===== src/rtl/memory_stage.sv =====
// Pipeline memory stage: holds the MEM stage registers, issues data-memory
// requests for LD/ST/LDR, stalls the pipeline until ready, feeds write-back.
module memory_stage (
    input  logic        clk,
    input  logic        rst,
    input  logic [1:0]  ir_src_mem,
    input  logic [31:0] pc_mem_next,
    input  logic [31:0] ir_mem_next,
    input  logic [31:0] y_mem_next,
    input  logic [31:0] st_mem_next,
    input  logic [31:0] dmem_rdata,
    input  logic        dmem_ready,
    output logic        dmem_req,
    output logic        dmem_we,
    output logic [31:0] dmem_addr,
    output logic [31:0] dmem_wdata,
    output logic        stall_mem,
    output logic [31:0] pc_wb_next,
    output logic [31:0] ir_wb_next,
    output logic [31:0] y_wb_next,
    output logic [31:0] y_mem_fwd,
    output logic [31:0] ir_mem_fwd
);

    localparam int unsigned XLEN = 32;
    localparam int unsigned OPW  = 6;

    localparam logic [OPW-1:0] OP_LD  = 6'b011000;
    localparam logic [OPW-1:0] OP_ST  = 6'b011001;
    localparam logic [OPW-1:0] OP_LDR = 6'b011111;

    localparam logic [XLEN-1:0] INST_NOP        = 32'h0000_0000;
    localparam logic [XLEN-1:0] INST_BNE_EXCEPT = 32'h1400_FFFF;

    localparam logic [1:0] IR_SRC_DATA   = 2'd0;
    localparam logic [1:0] IR_SRC_EXCEPT = 2'd1;
    localparam logic [1:0] IR_SRC_NOP    = 2'd2;

    typedef enum logic {
        ST_IDLE = 1'b0,
        ST_WAIT = 1'b1
    } state_t;

    state_t          state;
    state_t          state_next;
    logic [XLEN-1:0] pc_mem;
    logic [XLEN-1:0] ir_mem;
    logic [XLEN-1:0] y_mem;
    logic [XLEN-1:0] st_mem;
    logic [OPW-1:0]  opcode;
    logic            mem_op;
    logic            is_st;
    logic            is_ld;

    assign opcode = ir_mem[XLEN-1:XLEN-OPW];
    assign mem_op = (opcode == OP_LD) || (opcode == OP_ST) || (opcode == OP_LDR);
    assign is_st  = (opcode == OP_ST);
    assign is_ld  = (opcode == OP_LD) || (opcode == OP_LDR);

    // Stage registers; holding them while stalled keeps the request stable
    always_ff @(posedge clk) begin
        if (rst) begin
            pc_mem <= '0;
            ir_mem <= INST_NOP;
            y_mem  <= '0;
            st_mem <= '0;
        end else if (!stall_mem) begin
            pc_mem <= pc_mem_next;
            ir_mem <= ir_mem_next;
            y_mem  <= y_mem_next;
            st_mem <= st_mem_next;
        end
    end

    always_ff @(posedge clk) begin
        if (rst) begin
            state <= ST_IDLE;
        end else begin
            state <= state_next;
        end
    end

    always_comb begin
        state_next = state;
        dmem_req   = 1'b0;
        dmem_we    = 1'b0;
        case (state)
            ST_IDLE: begin
                dmem_req = mem_op;
                dmem_we  = mem_op & is_st;
                if (mem_op && !dmem_ready) begin
                    state_next = ST_WAIT;
                end
            end
            ST_WAIT: begin
                dmem_req = 1'b1;
                dmem_we  = is_st;
                if (dmem_ready) begin
                    state_next = ST_IDLE;
                end
            end
            default: state_next = ST_IDLE;
        endcase
    end

    assign stall_mem  = dmem_req & ~dmem_ready;
    assign dmem_addr  = {y_mem[XLEN-1:2], 2'b00};
    assign dmem_wdata = st_mem;

    assign pc_wb_next = pc_mem;
    assign y_wb_next  = (dmem_req && dmem_ready && is_ld) ? dmem_rdata : y_mem;

    // Write-back sees a bubble while the access is pending
    always_comb begin
        ir_wb_next = INST_NOP;
        if (!stall_mem) begin
            case (ir_src_mem)
                IR_SRC_EXCEPT: ir_wb_next = INST_BNE_EXCEPT;
                IR_SRC_NOP:    ir_wb_next = INST_NOP;
                IR_SRC_DATA:   ir_wb_next = ir_mem;
                default:       ir_wb_next = INST_NOP;
            endcase
        end
    end

    assign y_mem_fwd  = y_mem;
    assign ir_mem_fwd = ir_mem;

endmodule


===== config.mk =====
export PLATFORM = sky130hd
export DESIGN_NAME = memory_stage
export DESIGN_NICKNAME = d
export VERILOG_FILES = /design/src/rtl/memory_stage.sv
export SDC_FILE = /design/constraint.sdc
export NUM_CORES = 1
export LEC_CHECK = 0
export CORE_AREA = 4 4 150 152
export CTS_BUF_LIST = sky130_fd_sc_hd__clkbuf_16
export DETAILED_ROUTE_END_ITERATION = 8
export DIE_AREA = 0 0 154 156
export PLACE_DENSITY_LB_ADDON = 0.05
export SLEW_MARGIN = 30
export SYNTH_ARGS = -nofsm -noshare
export SYNTH_HDL_FRONTEND = slang
export SYNTH_SLANG_ARGS = --single-unit

===== constraint.sdc =====
create_clock -name clk -period 1.8 [get_ports clk]
set_input_delay 0.27 -clock clk [delete_from_list [all_inputs] [get_ports clk]]
set_output_delay 0.27 -clock clk [all_outputs]
set_load 0.1 [all_outputs]

After elaboration in Yosys (flattened, before gate mapping)
Index checks and enable logic that the tools add are counted.
{"block": "totals", "regBits": 129, "in_bits": 165}
{"block": "op_classes", "n_reduce_logical": 8, "bitwise_logic": 4, "n_eq_ne": 4, "n_mux": 8}
{"op": "two-way mux 32 bit", "n": 2}
{"op": "case mux 32 bit (2 select lines)", "n": 1}
{"op": "equality test 6 x 5 -> 1 bit, second input constant", "n": 3}
{"op": "case mux 1 bit (2 select lines)", "n": 3}
{"op": "logical AND 1 bit", "n": 3}
{"op": "logical OR 1 bit", "n": 3}
{"op": "AND 1 bit", "n": 2}
{"op": "equality test 2 x 1 -> 1 bit, second input constant", "n": 1}
{"op": "zero test 2 bit", "n": 1}
{"op": "two-way mux 1 bit", "n": 2}
{"op": "NOT 1 bit", "n": 2}
{"op": "zero test 1 bit", "n": 1}

Logic depth before layout (Yosys ltp)
{"block": "logic_depth", "depth_word": 7, "mapped_depth": 6, "depth_no_buf": 3}

Worst setup path after synthesis
Ideal clock, no wire load.
{"block": "synth_timing", "kind": "register to output", "start": "register ir_mem[27], in the netlist ir_mem_fwd[27]", "end": "output port ir_wb_next[27]", "setup_slack_ns": -3.374, "path_stages_with_launch": 6, "arrival_time_ns": 4.904, "required_ns": 1.530, "path_buffers": 2, "path_cell_list": "dfxtp_1 o21bai_1 o221a_1 buf_2 buf_4 nor4b_1"}
{"block": "synth_via", "elab_chain_len": 6, "word_cells_on_any_way": 9, "classes_between": "eq/ne (3); mux (3); bitwise (1); reduce/logical (2)"}
{"item": "from (decl)", "line_no": "47", "rtl": "logic [XLEN-1:0] ir_mem;"}
{"item": "from (signal assigned)", "line_no": "69", "rtl": "ir_mem <= ir_mem_next;"}
{"item": "equality test 6 x 5 -> 1 bit", "line_no": "56", "rtl": "assign mem_op = (opcode == OP_LD) || (opcode == OP_ST) || (opcode == OP_LDR);"}
{"item": "logical OR 1 bit (2 in series)", "line_no": "56"}
{"item": "case mux 1 bit (2 select lines)", "line_no": "87", "rtl": "case (state)"}
{"item": "AND 1 bit", "line_no": "106", "rtl": "assign stall_mem = dmem_req & ~dmem_ready;"}
{"item": "two-way mux 32 bit *", "line_no": "116", "rtl": "if (!stall_mem) begin"}
{"item": "to (decl)", "line_no": "19", "rtl": "output logic [31:0] ir_wb_next,"}
Mark *: on every way between the ends. The rest lies on a longest branch, timed or not.

Worst setup path after layout
{"block": "layout_timing", "start": "register ir_mem[28], in the netlist ir_mem_fwd[28]", "end": "output port ir_wb_next[30]"}
{"block": "layout_via", "elab_chain_len": 6, "word_cells_on_any_way": 8, "classes_between": "eq/ne (3); mux (2); bitwise (1); reduce/logical (2)"}
{"item": "equality test 6 x 5 -> 1 bit", "line_no": "56"}
{"item": "logical OR 1 bit", "line_no": "56"}
{"item": "logical OR 1 bit *", "line_no": "56"}
{"item": "case mux 1 bit (2 select lines) *", "line_no": "87"}
{"item": "AND 1 bit *", "line_no": "106"}
{"item": "two-way mux 32 bit *", "line_no": "116"}
Marks and branches as above.

==> impl_metrics.py <==
metrics = {
    "yosys": {
        "yosysSeqAreaShare_pct": 38.1,
        "synth.top_cell.area_share_pct": 38.1,
        "fraction_of_synthesized_cell_area_in_xor_and_xnor_cells_pct": 0,
        "ys.warnings.count": 0,
        "synth_simple_gate_area_share_pct": 29.2,
        "synthMostInstantiatedCell": "sky130_fd_sc_hd__nand2b_1",
        "yosys.cell_types.count": 21,
        "complex_gate_fraction_of_the_synthesized_area_pct": 0.424,
        "post_synth_edffs": 0,
        "synthCells": 696,
        "async_set_reset_flop_share_out_of_synthesis_pct": 0,
        "biggest_area_consumer_among_synthesized_cells": "sky130_fd_sc_hd__dfxtp_1",
        "yosys.area_share.adder_pct": 0,
        "dominant_combinational_cell_family_by_area_after_synthesis": "simple AND/OR/NAND/NOR gates",
        "prevailing_post_synth_register_cell": "sky130_fd_sc_hd__dfxtp_1",
        "netlist_area_mm2": 0.00678,
        "synth_seq_cells": 129,
        "post_synth_mux_area_share_pct": 24.2,
        "postSynthAreaPerCell_um2": 9.75,
        "post_synth_most_frequent_cells": "256 x sky130_fd_sc_hd__nand2b_1, 129 x sky130_fd_sc_hd__dfxtp_1, 128 x sky130_fd_sc_hd__mux2i_1, 38 x sky130_fd_sc_hd__buf_4, 34 x sky130_fd_sc_hd__clkbuf_1",
        "yosys-top-cells-area": "sky130_fd_sc_hd__dfxtp_1 38%, sky130_fd_sc_hd__nand2b_1 24%, sky130_fd_sc_hd__mux2i_1 19%",
    },
    "placed_design": {
        "preCtsSetupSlack_ps": -245,
        "post-dp-hpwl_um": 19800,
        "placedInstanceArea_mm2": 0.0125,
        "routability_cong": 0.801,
        "io_buffers": 389,
    },
    "final_layout": {
        "design_area_mm2": 0.0132,
        "synthToLayoutAreaGrowth_pct": 94.5,
        "fin_nets": 1217,
        "proportion_of_layout_cells_with_a_drive_suffix_above_1_pct": 34.6,
        "final_core_utilization_pct": 62.8,
    },
    "clocking": {
        "cts-root-to-sink-buffers": 2,
        "h-tree-depth": 4,
        "clock-root-buffer": "sky130_fd_sc_hd__clkbuf_16",
        "post_cts_hold_buffer_count": 0,
        "clkSlewWorstSetupHoldPaths_ps": 60,
        "insertion_delay_ps": 420,
        "cts_num_sinks": 129,
        "tritoncts_clock_tree": "built",
        "cts_buffers": 17,
    },
    "global_routing": {
        "grt_pass1_vias": 6102,
        "globalRoute.totalOverflow": 0,
        "grt_pass1_wl_um": 37500,
        "number_of_antenna_violations_at_the_first_check_in_global_routing": 3,
        "maximum_number_of_pins_on_one_net_before_global_route_repair": 149,
        "grt.total_usage_pct": 20.3,
    },
    "die": {
        "core-area_mm2": 0.0210,
        "die_y_um": 156,
        "die_width_um": 154,
        "top_ports": 392,
        "rows": 53,
        "initial_core_util_pct": 32.3,
        "die_area_mm2": 0.0240,
    },
    "run": {
        "drv.max_cap_violation_count": 0,
    },
    "route": {
        "detail_route_antenna_nets": 0,
        "total_met3_wirelength_after_detailed_routing_um": 2150,
        "avgRoutedWirePerCell_um": 18.9,
        "routed_wl_um": 25400,
        "met2WireLength_um": 13300,
        "post_drt_via_cell_ratio": 4.48,
        "dr_drc_count": 0,
        "maxUsedRoutingLayer": "met5",
        "met1_routed_wirelength_after_detailed_routing_um": 9420,
        "dr_total_vias": 6009,
        "drt_first_pass_iters": 4,
        "drtIter0Drc": 224,
    },
    "power": {
        "peakVddDrop_mv": 0.643,
        "total_leakage_power_nw": 5.09,
        "power.density_cell_area_mw_per_mm2": 815,
    },
    "sta": {
        "postLayoutSetupSlackWorst_ps": -453,
        "max_clock_freq_mhz": 444,
        "finalWorstPathRequiredPeriod_ps": 2250,
        "grt_setup_unrepaired": "yes",
        "holdWs_ps": 405,
        "final.setup_skew_ps": 7.17,
        "report.final.slew_viol_count": 0,
        "max_slew.worst_pin.slew_ps": 946,
        "setup-violations-final": 79,
        "max-slew-margin-rel_pct": 36.9,
        "fin_crit_sh_pct": 125,
        "final-hold-violation-count": 0,
    },
    "run_status": {
        "status": "finished, violations left",
        "violations": "setup timing",
    },
    "worst_setup_path": {
        "max_stage_delay_ps": 350,
        "timing.critical_path.fanout_max": 7,
        "timing.critical_path.arrival_ps": 1980,
        "critical_path.n_buffers_inverters": 2,
        "critical_path_required_ps": 1530,
        "critical_path.cell_chain": "and3_4 > o221a_4 > buf_12 > nor4b_4 > buf_12",
        "critPathTopFamily": "simple AND/OR/NAND/NOR gates",
        "cp-end-kind": "primary output",
        "slowest_stage": "sky130_fd_sc_hd__dfxtp_4",
        "start_kind": "flip-flop",
        "critical-path-top-cell-by-count": "sky130_fd_sc_hd__buf_12",
        "timing.setup.critical_path_class": "flip-flop to primary output",
    },
    "worst_hold_path": {
        "hold_path_class": "input port to flip-flop",
    },
}
## cells in the final DEF, fill, tap and decap left out, drive strengths merged
cell type | synthesis | layout
and3b | 1 | 1
diode | 0 | 2
nor3 | 19 | 19
inv | 1 | 7
bufinv | 0 | 2
nor2 | 22 | 22
and3 | 2 | 2
nor4 | 1 | 1
dfxtp | 129 | 129
clkinv | 0 | 6
mux2i | 128 | 128
o21bai | 1 | 1
o221a | 1 | 1
clkdlybuf4s50 | 0 | 161
nor4b | 14 | 14
buf | 53 | 261
conb | 1 | 2
mux2 | 32 | 32
nand2b | 256 | 256
clkbuf | 34 | 18
clkinvlp | 0 | 1
o211a | 1 | 1
## worst register-to-register path, stage by stage, from the launching register on
cell                      delay [ps]
sky130_fd_sc_hd__dfxtp_4         340
sky130_fd_sc_hd__and3b_2         280
sky130_fd_sc_hd__o221a_4         290
sky130_fd_sc_hd__buf_12          320
sky130_fd_sc_hd__buf_12          290
sky130_fd_sc_hd__mux2i_1         240
## layer usage
layer / up-vias / global-route usage, %
li1: 2969 / -
met4: 2 / 6.31
met5: - / 0
met2: 227 / 36.5
met3: 35 / 8.52
met1: 2776 / 21.7
## cell type report
cell class | count | area [um^2]
Timing Repair Buffer | 423 | 5480
Clock buffer | 17 | 425
Clock inverter | 15 | 158
Antenna cell | 2 | 5.00
Fill cell | 1645 | 7830
Sequential cell | 129 | 2610
Multi-Input combinational cell | 480 | 4170
Inverter | 1 | 3.75
Tap cell | 275 | 344
## metrics by stage
stage          TNS, ps  total power [mW]  instances
6_report        -27490              10.8       1342
5_1_grt         -37980              11.1       1341
4_1_cts         -28470              10.9       1339
3_5_place_dp    -24090              7.40       1304
3_3_place_gp    -21150              7.38       1304
2_1_floorplan   -28530              5.92        697
## sequential cells by signal (all words and copies together), names as in the netlist
| signal | cells |
|---|---|
| pc_wb_next | 32 |
| y_mem_fwd | 32 |
| dmem_wdata | 32 |
| state | 1 |
| ir_mem_fwd | 32 |
## worst paths after layout
check	slack [ps]	cells past startpoint	to	startpoint
worst min-delay path	410	3	pc_wb_next[10]	pc_mem_next[10]
worst max register to register	-30	5	y_mem_fwd[18]	ir_mem_fwd[31]
worst max-delay path	-450	5	ir_wb_next[30]	ir_mem_fwd[28]
worst min register to register	470	2	dmem_wdata[20]	dmem_wdata[20]
## power breakdown
group / internal [mW] / switching (mW)
Sequential: 3.02 / 0.173
Combinational: 1.45 / 2.67
Clock: 2.05 / 1.39
## cell families after synthesis
family,Yosys count
and+or+nand+nor,315
buffers and inverters,88
AOI/OAI and AO/OA,3
other,1
DFF,129
muxes,160
## what timing repair did
item / in CTS / in global routing
cloned: 0 / 1
setup buffers: 3 / 1
resized for setup: 8 / 1
endpoints found under the setup margin: 89 / 140
pin swaps: 0 / 2
No activity file was read; power rests on OpenSTA's default activity.
